<file path="config.mk">
export PLATFORM = sky130hd
export DESIGN_NAME = muldiv_sequencer
export DESIGN_NICKNAME = d
export VERILOG_FILES = /design/src/rtl/muldiv_pkg.sv /design/src/rtl/muldiv_datapath.sv /design/src/rtl/muldiv_sequencer.sv
export SDC_FILE = /design/constraint.sdc
export NUM_CORES = 1
export LEC_CHECK = 0
export BUFFER_PORTS_ARGS = -buffer_cell sky130_fd_sc_hd__buf_4
export CAP_MARGIN = 40
export CORE_ASPECT_RATIO = 1.25
export CORE_MARGIN = 2
export CORE_UTILIZATION = 62
export CTS_CLUSTER_DIAMETER = 50
export DETAILED_ROUTE_END_ITERATION = 10
export PLACE_DENSITY = 0.8
export SKIP_LAST_GASP = 1
export SLEW_MARGIN = 5
export SYNTH_ARGS = -nofsm -noshare
export SYNTH_HDL_FRONTEND = slang
export SYNTH_HIERARCHICAL = 1
export SYNTH_SLANG_ARGS = --single-unit
</file>
<file path="constraint.sdc">
create_clock -name clk -period 7.5 [get_ports clk]
set_input_delay 0 -clock clk [delete_from_list [all_inputs] [get_ports clk]]
set_output_delay 0 -clock clk [all_outputs]
set_load 0.05 [all_outputs]
</file>
<file path="src/rtl/muldiv_pkg.sv">
// Shared types and constants for the iterative RV32M multiply/divide unit.
package muldiv_pkg;

    typedef enum logic [1:0] {
        S_IDLE = 2'd0,
        S_CALC = 2'd1,
        S_DONE = 2'd2
    } state_t;

    localparam logic [2:0] F_MUL    = 3'b000;
    localparam logic [2:0] F_MULH   = 3'b001;
    localparam logic [2:0] F_MULHSU = 3'b010;
    localparam logic [2:0] F_MULHU  = 3'b011;
    localparam logic [2:0] F_DIV    = 3'b100;
    localparam logic [2:0] F_DIVU   = 3'b101;
    localparam logic [2:0] F_REM    = 3'b110;
    localparam logic [2:0] F_REMU   = 3'b111;

    localparam logic [6:0] FUNCT7_M = 7'b0000001;

endpackage

</file>
<file path="src/rtl/muldiv_datapath.sv">
// Shared shift-add multiply / restoring divide accumulator with final sign correction.
module muldiv_datapath
    import muldiv_pkg::*;
#(
    parameter int WIDTH = 32
) (
    input  logic             clk,
    input  logic             reset,
    input  logic             load,
    input  logic             step,
    input  logic [2:0]       funct_3,
    input  logic [WIDTH-1:0] src_a,
    input  logic [WIDTH-1:0] src_b,
    output logic [WIDTH-1:0] result_next
);

    // {remainder, quotient} for divides, {high, low} product for multiplies
    logic [2*WIDTH-1:0] acc_r;
    logic [WIDTH-1:0]   opb_r;
    logic [2:0]         op_r;
    logic               neg_r;
    logic               div0_r;

    logic               sa_s, sb_s, neg_s;
    logic [WIDTH-1:0]   mag_a_s, mag_b_s;
    logic [WIDTH:0]     mul_sum_s, rem_sh_s, diff_s;
    logic               take_s;
    logic [2*WIDTH-1:0] acc_nxt_s, prod_neg_s;

    function automatic logic [WIDTH-1:0] cond_neg(input logic n, input logic [WIDTH-1:0] v);
        cond_neg = n ? (~v + {{(WIDTH-1){1'b0}}, 1'b1}) : v;
    endfunction

    // Operand magnitudes and result sign captured at accept
    always_comb begin
        sa_s    = (funct_3 == F_MULH) || (funct_3 == F_MULHSU) || (funct_3 == F_DIV) || (funct_3 == F_REM);
        sb_s    = (funct_3 == F_MULH) || (funct_3 == F_DIV) || (funct_3 == F_REM);
        mag_a_s = cond_neg(sa_s && src_a[WIDTH-1], src_a);
        mag_b_s = cond_neg(sb_s && src_b[WIDTH-1], src_b);
        case (funct_3)
            F_MULH:   neg_s = src_a[WIDTH-1] ^ src_b[WIDTH-1];
            F_MULHSU: neg_s = src_a[WIDTH-1];
            F_DIV:    neg_s = src_a[WIDTH-1] ^ src_b[WIDTH-1];
            F_REM:    neg_s = src_a[WIDTH-1];
            default:  neg_s = 1'b0;
        endcase
    end

    // One iteration; a zero divisor never subtracts so the remainder collects the dividend
    always_comb begin
        mul_sum_s = {1'b0, acc_r[2*WIDTH-1:WIDTH]} + {1'b0, opb_r};
        rem_sh_s  = acc_r[2*WIDTH-1:WIDTH-1];
        diff_s    = rem_sh_s - {1'b0, opb_r};
        take_s    = (opb_r != {WIDTH{1'b0}}) && !diff_s[WIDTH];
        if (op_r[2]) begin
            acc_nxt_s = {(take_s ? diff_s[WIDTH-1:0] : rem_sh_s[WIDTH-1:0]), acc_r[WIDTH-2:0], take_s};
        end else if (acc_r[0]) begin
            acc_nxt_s = {mul_sum_s, acc_r[WIDTH-1:1]};
        end else begin
            acc_nxt_s = {1'b0, acc_r[2*WIDTH-1:1]};
        end
    end

    // Result selection from the post-step accumulator
    always_comb begin
        prod_neg_s = ~acc_nxt_s + {{(2*WIDTH-1){1'b0}}, 1'b1};
        case (op_r)
            F_MUL:                     result_next = acc_nxt_s[WIDTH-1:0];
            F_MULH, F_MULHSU, F_MULHU: result_next = neg_r ? prod_neg_s[2*WIDTH-1:WIDTH] : acc_nxt_s[2*WIDTH-1:WIDTH];
            F_DIV, F_DIVU:             result_next = div0_r ? {WIDTH{1'b1}} : cond_neg(neg_r, acc_nxt_s[WIDTH-1:0]);
            F_REM, F_REMU:             result_next = cond_neg(neg_r, acc_nxt_s[2*WIDTH-1:WIDTH]);
            default:                   result_next = {WIDTH{1'b0}};
        endcase
    end

    // Accumulator and operand registers
    always_ff @(posedge clk) begin
        if (reset) begin
            acc_r  <= {(2*WIDTH){1'b0}};
            opb_r  <= {WIDTH{1'b0}};
            op_r   <= 3'b000;
            neg_r  <= 1'b0;
            div0_r <= 1'b0;
        end else if (load) begin
            acc_r  <= {{WIDTH{1'b0}}, mag_a_s};
            opb_r  <= mag_b_s;
            op_r   <= funct_3;
            neg_r  <= neg_s;
            div0_r <= (src_b == {WIDTH{1'b0}});
        end else if (step) begin
            acc_r  <= acc_nxt_s;
        end else begin
            acc_r  <= acc_r;
        end
    end

endmodule

</file>
<file path="src/rtl/muldiv_sequencer.sv">
// RV32M multiply/divide controller: IDLE/CALC/DONE FSM around muldiv_datapath.
// Optional MULDIV_EARLY_OUT_EN skips CALC for zero divisors and zero multiplicands.
module muldiv_sequencer
    import muldiv_pkg::*;
#(
    parameter int WIDTH = 32,
    parameter int CNT_W = 6
) (
    input  logic             clk,
    input  logic             reset,
    input  logic             start,
    input  logic [2:0]       funct_3,
    input  logic [WIDTH-1:0] src_a,
    input  logic [WIDTH-1:0] src_b,
    input  logic             flush,
    output logic [WIDTH-1:0] result,
    output logic             done,
    output logic             busy,
    output logic             stall_e
);

    state_t           state;
    logic [CNT_W-1:0] counter;
    logic             load_s, step_s, last_s, early_s;
    logic [WIDTH-1:0] result_next_s, early_res_s;

    assign load_s  = (state == S_IDLE) && start && !flush;
    assign step_s  = (state == S_CALC) && !flush;
    assign last_s  = (counter == CNT_W'(WIDTH-1));
    assign stall_e = ((state == S_IDLE) && start) || (state == S_CALC);

    // Early-out decision and its result, evaluated on the raw operands
    always_comb begin
        early_s     = 1'b0;
        early_res_s = {WIDTH{1'b0}};
`ifdef MULDIV_EARLY_OUT_EN
        early_s = (src_b == {WIDTH{1'b0}}) || (!funct_3[2] && (src_a == {WIDTH{1'b0}}));
        if (funct_3[2] && !funct_3[1]) begin
            early_res_s = {WIDTH{1'b1}};
        end else if (funct_3[2]) begin
            early_res_s = src_a;
        end else begin
            early_res_s = {WIDTH{1'b0}};
        end
`endif
    end

    muldiv_datapath #(.WIDTH(WIDTH)) u_datapath (
        .clk         (clk),
        .reset       (reset),
        .load        (load_s),
        .step        (step_s),
        .funct_3     (funct_3),
        .src_a       (src_a),
        .src_b       (src_b),
        .result_next (result_next_s)
    );

    // Control FSM with registered result/done/busy
    always_ff @(posedge clk) begin
        if (reset) begin
            state   <= S_IDLE;
            counter <= {CNT_W{1'b0}};
            result  <= {WIDTH{1'b0}};
            done    <= 1'b0;
            busy    <= 1'b0;
        end else begin
            case (state)
                S_IDLE: begin
                    done    <= 1'b0;
                    counter <= {CNT_W{1'b0}};
                    if (load_s && early_s) begin
                        state  <= S_DONE;
                        result <= early_res_s;
                        done   <= 1'b1;
                        busy   <= 1'b1;
                    end else if (load_s) begin
                        state <= S_CALC;
                        busy  <= 1'b1;
                    end else begin
                        busy <= 1'b0;
                    end
                end
                S_CALC: begin
                    if (flush) begin
                        state <= S_IDLE;
                        busy  <= 1'b0;
                    end else if (last_s) begin
                        state   <= S_DONE;
                        counter <= counter + {{(CNT_W-1){1'b0}}, 1'b1};
                        result  <= result_next_s;
                        done    <= 1'b1;
                    end else begin
                        counter <= counter + {{(CNT_W-1){1'b0}}, 1'b1};
                    end
                end
                S_DONE: begin
                    state <= S_IDLE;
                    done  <= 1'b0;
                    busy  <= 1'b0;
                end
                default: begin
                    state <= S_IDLE;
                    done  <= 1'b0;
                    busy  <= 1'b0;
                end
            endcase
        end
    end

endmodule

</file>
* After elaboration in Yosys (flattened, before gate mapping)
Cells that the tools add are included.
** Storage, ports and cells
- Word-level logic and storage cells :: 97
- Bits in registers :: 143
- Output and inout port bits :: 35
** Operators by class
- Mux-type cells :: 22
- Eq/ne operators :: 17
- Bitwise operators :: 8
- Add/sub/neg operators :: 8
- Reductions and logical operators :: 31
** Operators with widths (count)
- $mux 32 :: 9
- $add 32x1->32 const B :: 4
- $mux 64 :: 2
- $not 32->32 :: 4
- $pmux 32 s4 :: 1
- $add 64x1->64 const B :: 1
- $not 64->64 :: 1
- $add 32x32->33 :: 1
- $sub 33x32->33 :: 1
- $logic_not 32->1 :: 1
- $reduce_bool 32->1 :: 1
- $eq 3x3->1 const B :: 6
- $pmux 6 s2 :: 1
- $reduce_or 2->1 :: 6
- $eq 3x2->1 const B :: 3
- $add 6x1->6 const B :: 1
- $eq 3x1->1 const B :: 2
- $eq 6x5->1 const B :: 1
- $logic_and 1x1->1 :: 6
- $logic_or 1x1->1 :: 6
- $mux 2 :: 3
- $mux 6 :: 1
- $ne 2x2->1 const B :: 3
- $reduce_and 2->1 :: 3
- 13 further kinds :: 18

* Longest topological paths before layout
- Depth in word-level cells :: 10
- Gate-level depth with buffers :: 21
- Depth with buffers taken out :: 18

* Modules after synthesis
Netlist, hierarchy kept.
** By module, submodules not included
- muldiv_datapath :: cells each 1934, instances 1, area each 13281.5 µm²
- muldiv_sequencer :: cells each 198, instances 1, area each 1985.7 µm²

* Least setup slack after synthesis
OpenSTA, ideal clock, no wires.
- Kind :: reg2reg
- Start :: register u_datapath.acc_r[31]
- End :: register result[19]
- Clock period less this slack :: 5.704 ns
- Setup time :: 0.119 ns
- Buffers on the path :: 1
- Setup slack :: 1.796 ns
- Arrival time :: 5.586 ns
- Cell stages (with the launch flop) :: 20
- Data required time :: 7.381 ns
- Cell sequence :: dfxtp_1 > inv_1 > ha_1 > fa_1 > nor2b_1 > o2111ai_1 > a211o_1 > a31o_4 > a2111oi_0 > mux2i_1 > nand3_1 > or3_1 > or4_4 > buf_6 > or2_1 > o21ai_1 > xor2_1 > a221o_1 > nand2b_1 > mux2i_1
** On the way
- Word-level cells in the longest chain between the ends :: 9
** Ends and longest elaborated chain
- start: declaration :: line muldiv_datapath.sv:18 : logic [2*WIDTH-1:0] acc_r;
- start signal: assignment :: line muldiv_datapath.sv:79 : acc_r <= {(2*WIDTH){1'b0}};
- start signal: assignment :: line muldiv_datapath.sv:85 : acc_r <= {{WIDTH{1'b0}}, mag_a_s};
- start signal: assignment :: line muldiv_datapath.sv:91 : acc_r <= acc_nxt_s;
- $sub 33x32->33 :: line muldiv_datapath.sv:53 : diff_s = rem_sh_s - {1'b0, opb_r};
- $logic_not 1->1 :: line muldiv_datapath.sv:54 : take_s = (opb_r != {WIDTH{1'b0}}) && !diff_s[WIDTH];
- $logic_and 1x1->1 :: line muldiv_datapath.sv:54
- $mux 32 or $mux 64 (tied branches) :: line muldiv_datapath.sv:56, muldiv_datapath.sv:55
- $mux 64 (*) :: line muldiv_datapath.sv:55 : if (op_r[2]) begin
- $not 64->64 (tied with other cells) :: line muldiv_datapath.sv:66 : prod_neg_s = ~acc_nxt_s + {{(2*WIDTH-1){1'b0}}, 1'b1};
- $add 64x1->64 (tied with other cells) :: line muldiv_datapath.sv:66
- $mux 32, on equally long branches :: line muldiv_datapath.sv:69, muldiv_datapath.sv:31, muldiv_datapath.sv:70
- $pmux 32 s4 (*) :: line muldiv_datapath.sv:67 : case (op_r)
- net result_next_s[19] :: line muldiv_sequencer.sv:25 : logic [WIDTH-1:0] result_next_s, early_res_s;
- end signal: assignment :: line muldiv_sequencer.sv:64 : result <= {WIDTH{1'b0}};
- end signal: assignment :: line muldiv_sequencer.sv:74 : result <= early_res_s;
- end signal: assignment :: line muldiv_sequencer.sv:91 : result <= result_next_s;
- end: declaration :: line muldiv_sequencer.sv:16 : output logic [WIDTH-1:0] result,
Mark *: on every way through the listed nets, which the timed path passes. The rest lies on a longest branch.
A chain may end at the register's enable or synchronous reset.

* Worst setup path in the final report
- Start :: register u_datapath.opb_r[27]
- End :: register result[30]
** On the way
- Word-level cells in the longest chain between the ends :: 9
** Ends and longest elaborated chain
- start: declaration :: line muldiv_datapath.sv:19 : logic [WIDTH-1:0] opb_r;
- start signal: assignment :: line muldiv_datapath.sv:80 : opb_r <= {WIDTH{1'b0}};
- start signal: assignment :: line muldiv_datapath.sv:86 : opb_r <= mag_b_s;
- $sub 33x32->33 :: line muldiv_datapath.sv:53
- $logic_not 1->1 :: line muldiv_datapath.sv:54
- $logic_and 1x1->1 :: line muldiv_datapath.sv:54
- $mux 32 or $mux 64 (tied branches) :: line muldiv_datapath.sv:56, muldiv_datapath.sv:55
- $mux 64 (*) :: line muldiv_datapath.sv:55
- $not 64->64 (tied with other cells) :: line muldiv_datapath.sv:66
- $add 64x1->64 (tied with other cells) :: line muldiv_datapath.sv:66
- $mux 32, on equally long branches :: line muldiv_datapath.sv:69, muldiv_datapath.sv:31, muldiv_datapath.sv:70
- $pmux 32 s4 (*) :: line muldiv_datapath.sv:67
- net result_next_s[30] :: line muldiv_sequencer.sv:25
Marks and branches as above.

==> impl_metrics.toml <==
[global_route]
overflow = 0
track_usage_pct = 45.3
grt_max_degree = 89
grt_pass1_wl_um = 91200
antenna_found_initial = 3
grt_pass1_vias = 16540

[cts]
cts_buffers = 17
path_clk_slew_ns = 0.06
cts_max_path_buffers = 2
cts_max_level = 4
clock_latency_ns = 0.44
clock-sinks = 143
cts_tree = "done"
postCtsSetupRepairBufs = 0
cts_root_buf = "clkbuf_16"
ctsResizeCount = 0

[worst_hold_path]
hold_depth = 3
hold_path.class = "input port to register"
hold_end = "u_datapath/opb_r[11]"
hp-start = "src_b[11]"

[yosys]
async_reset_ff_share_pct = 0
yosysWarnings = 6
syn_area_per_cell_sq_um = 7.16
synth_seq_cells = 143
yosys_most_used_dff = "dfxtp_1"
ys_seq_area_share_pct = 18.8
synthCells = 2132
synthesis.area_sq_mm = 0.0153
synth_edf_count = 0
syn-num-nets = 2272
synth_cell_types = 87

[worst_setup_path]
cpPeakStageDelay_ns = 0.85
r2r-end = "result[30]"
crit_fanout = 11
end_kind = "register"
worst-setup-path-type = "register to register"
worstReg2RegStart = "u_datapath/opb_r[27]"
start_kind = "register"
rrSetupSlack_ns = 1.21
path_cells = "inv_1 > ha_1 > nand3_2 > nor4_1 > a22o_1 > nor3_1 > a2111o_1 > a221oi_1 > nand4_1 > nor4_2 > buf_4 > nand3_1 > o41ai_1 > xnor2_1 > nor2_1 > a2bb2oi_1 > nand2b_1 > mux2i_1"
worstPathArrival_ns = 6.65
worstPathRequired_ns = 7.87
r2r_cells = 18
critPathSlowestCell = "a221oi_1"

[detailed_routing]
dr.pass1.iters = 6
wl_per_cell_um = 23.4
routed_wl_um = 59900
vias_per_cell = 6.87
final_antenna_net_count = 0
drc = 0
dr.first_iter.drc_count = 2162
via_count = 17567

[run]
cap_violations = 0

[timing]
setup_viol = 0
rsz0062_at_grt = "no"
period_share_pct = 83.8
fmaxAchievable_mhz = 159
skew_ns = 0.0160
setup_tns_ns = 0
finalHoldViolations = 0
final_max_slew_viol_count = 0
tightest_slew_ns = 0.973
period_minus_slack_ns = 6.29
max_slew_margin_pct = 34.9
hold_slack_ns = 0.00629

[floorplanning]
die_y_um = 179
initial_core_util_pct = 62.7
dieArea_sq_mm = 0.0259
fp.coreArea_sq_mm = 0.0243
rows = 64
ioPinCount = 106
chipWidth_um = 144

[finish]
fin_util_pct = 71.6
fin_area_sq_mm = 0.0174
syn2layout_area_growth_pct = 14.2
drive_gt1_share_pct = 9.85
nets = 2350
fill_cells = 2084
ff_latch_area_sq_mm = 0.00287
multi_input_area_sq_mm = 0.0115

[pwr]
ir_drop_v = 0.000149
total_leakage_power_uw = 0.00663
power.density_mw_per_mm2 = 165

[placement]
gp_congestion = 1.03
place_area_sq_mm = 0.0162
port_buffers = 105
dp_hpwl_um = 43300

[outcome]
status = "finished, final reports clean"
-- where the power goes --
part	internal [uW]	leakage (uW)	switching, uW	total, uW
registers	792	0.00117	69.3	861
clock network	567	0.000300	373	940
logic	397	0.00517	673	1070
-- per-stage QoR --
stage | total power, uW | setup WS, ns | std cells
finish | 2870 | 1.21 | 2557
global route | 2970 | 0.805 | 2554
global placement | 1840 | 1.64 | 2457
floorplan | 1560 | 1.80 | 2132
detailed placement | 1860 | 1.44 | 2462
CTS | 2810 | 1.41 | 2551
-- area by class of cell --
type                    instances  area share [%]
clock inverters                13            1.08
multi-input cells            1761            65.9
flip-flops and latches        143            16.4
repair buffers                200            9.72
clock buffers                  19            2.54
diodes                          4          0.0574
well taps                     330            2.37
inverters                      87            1.87
-- critical path, delay by kind of cell (launching register included) --
kind / cells / cell delay (ns)
buffers and inverters: 2 / 0.30
DFF: 1 / 0.38
AOI/OAI and AO/OA: 5 / 2.60
muxes: 1 / 0.13
and+or+nand+nor: 8 / 2.21
xor gates and xnor gates: 1 / 0.12
adders and majority gates: 1 / 0.46
-- cells in the final DEF, fill, tap and decap left out, drive strengths merged, types with 24 or more instances in the layout --
| cell type | n |
|---|---|
| buf | 141 |
| ha | 67 |
| a31oi | 24 |
| nor3 | 51 |
| mux2i | 75 |
| or3 | 33 |
| inv | 86 |
| xnor2 | 91 |
| dfxtp | 143 |
| nor2 | 248 |
| o31ai | 25 |
| o21ai | 125 |
| nand2 | 181 |
| dlygate4sd3 | 57 |
| nand2b | 89 |
| a21oi | 172 |
| a211oi | 92 |
| xor2 | 78 |
| nand4 | 28 |
| nand3 | 35 |
-- worst max path at each step --
stage / start / endpoint / cells after the start
floorplan: u_datapath/acc_r[31] / result[19] / 19
global placement: u_datapath/acc_r[31] / result[21] / 18
detailed placement: u_datapath/acc_r[31] / result[29] / 18
CTS: u_datapath/acc_r[31] / result[29] / 18
global route: u_datapath/opb_r[27] / result[30] / 18
finish: u_datapath/opb_r[27] / result[30] / 18
-- synthesized netlist by cell type (all sizes together), types with 24 or more instances --
cell | count | share of area [%]
nand3 | 35 | 1.2
xor2 | 78 | 4.5
ha | 67 | 5.5
a21oi | 172 | 5.6
nor3 | 51 | 1.7
a211oi | 92 | 4.5
inv | 85 | 2.1
o31ai | 25 | 1.2
nand2b | 89 | 3.6
or3 | 33 | 1.4
xnor2 | 91 | 5.2
a31oi | 24 | 0.98
nor2 | 248 | 6.2
o21ai | 125 | 4.1
clkbuf | 120 | 3.0
mux2i | 75 | 4.9
nand2 | 181 | 4.5
dfxtp | 143 | 19
nand4 | 28 | 1.1
-- registers in the layout (all words and copies together), names as in the netlist --
name,cells
state,2
u_datapath/neg_r,1
u_datapath/acc_r,64
counter,6
u_datapath/op_r,3
busy,1
result,32
u_datapath/opb_r,32
u_datapath/div0_r,1
done,1
-- kinds of logic (layout without fill, tap and decap cells) --
logic type,count (synthesis),count (layout),share of synthesized area (%)
simple gates,768,768,24.6
fa+ha+maj,69,69,5.75
mux,87,87,5.80
flops,143,143,18.8
xor+xnor,169,169,9.70
compound gates,668,668,29.3
other cells,0,4,0
buf+inv,228,319,6.12
-- per-layer routing --
metal | vias to the layer above | GRT usage [%] | part of all wire [%]
li1 | 7931 | - | -
met1 | 8163 | 51.3 | 36
met2 | 1120 | 73.0 | 46
met3 | 353 | 10.5 | 9.4
met4 | 0 | 33.9 | 9.2
met5 | - | 0 | 0
-- repair_timing --
action,4_1_cts,5_1_grt
hold buffers,57,0
endpoints found under the hold margin,57,0
endpoints found under the setup margin,0,0
(Power assumes the default switching activity.)
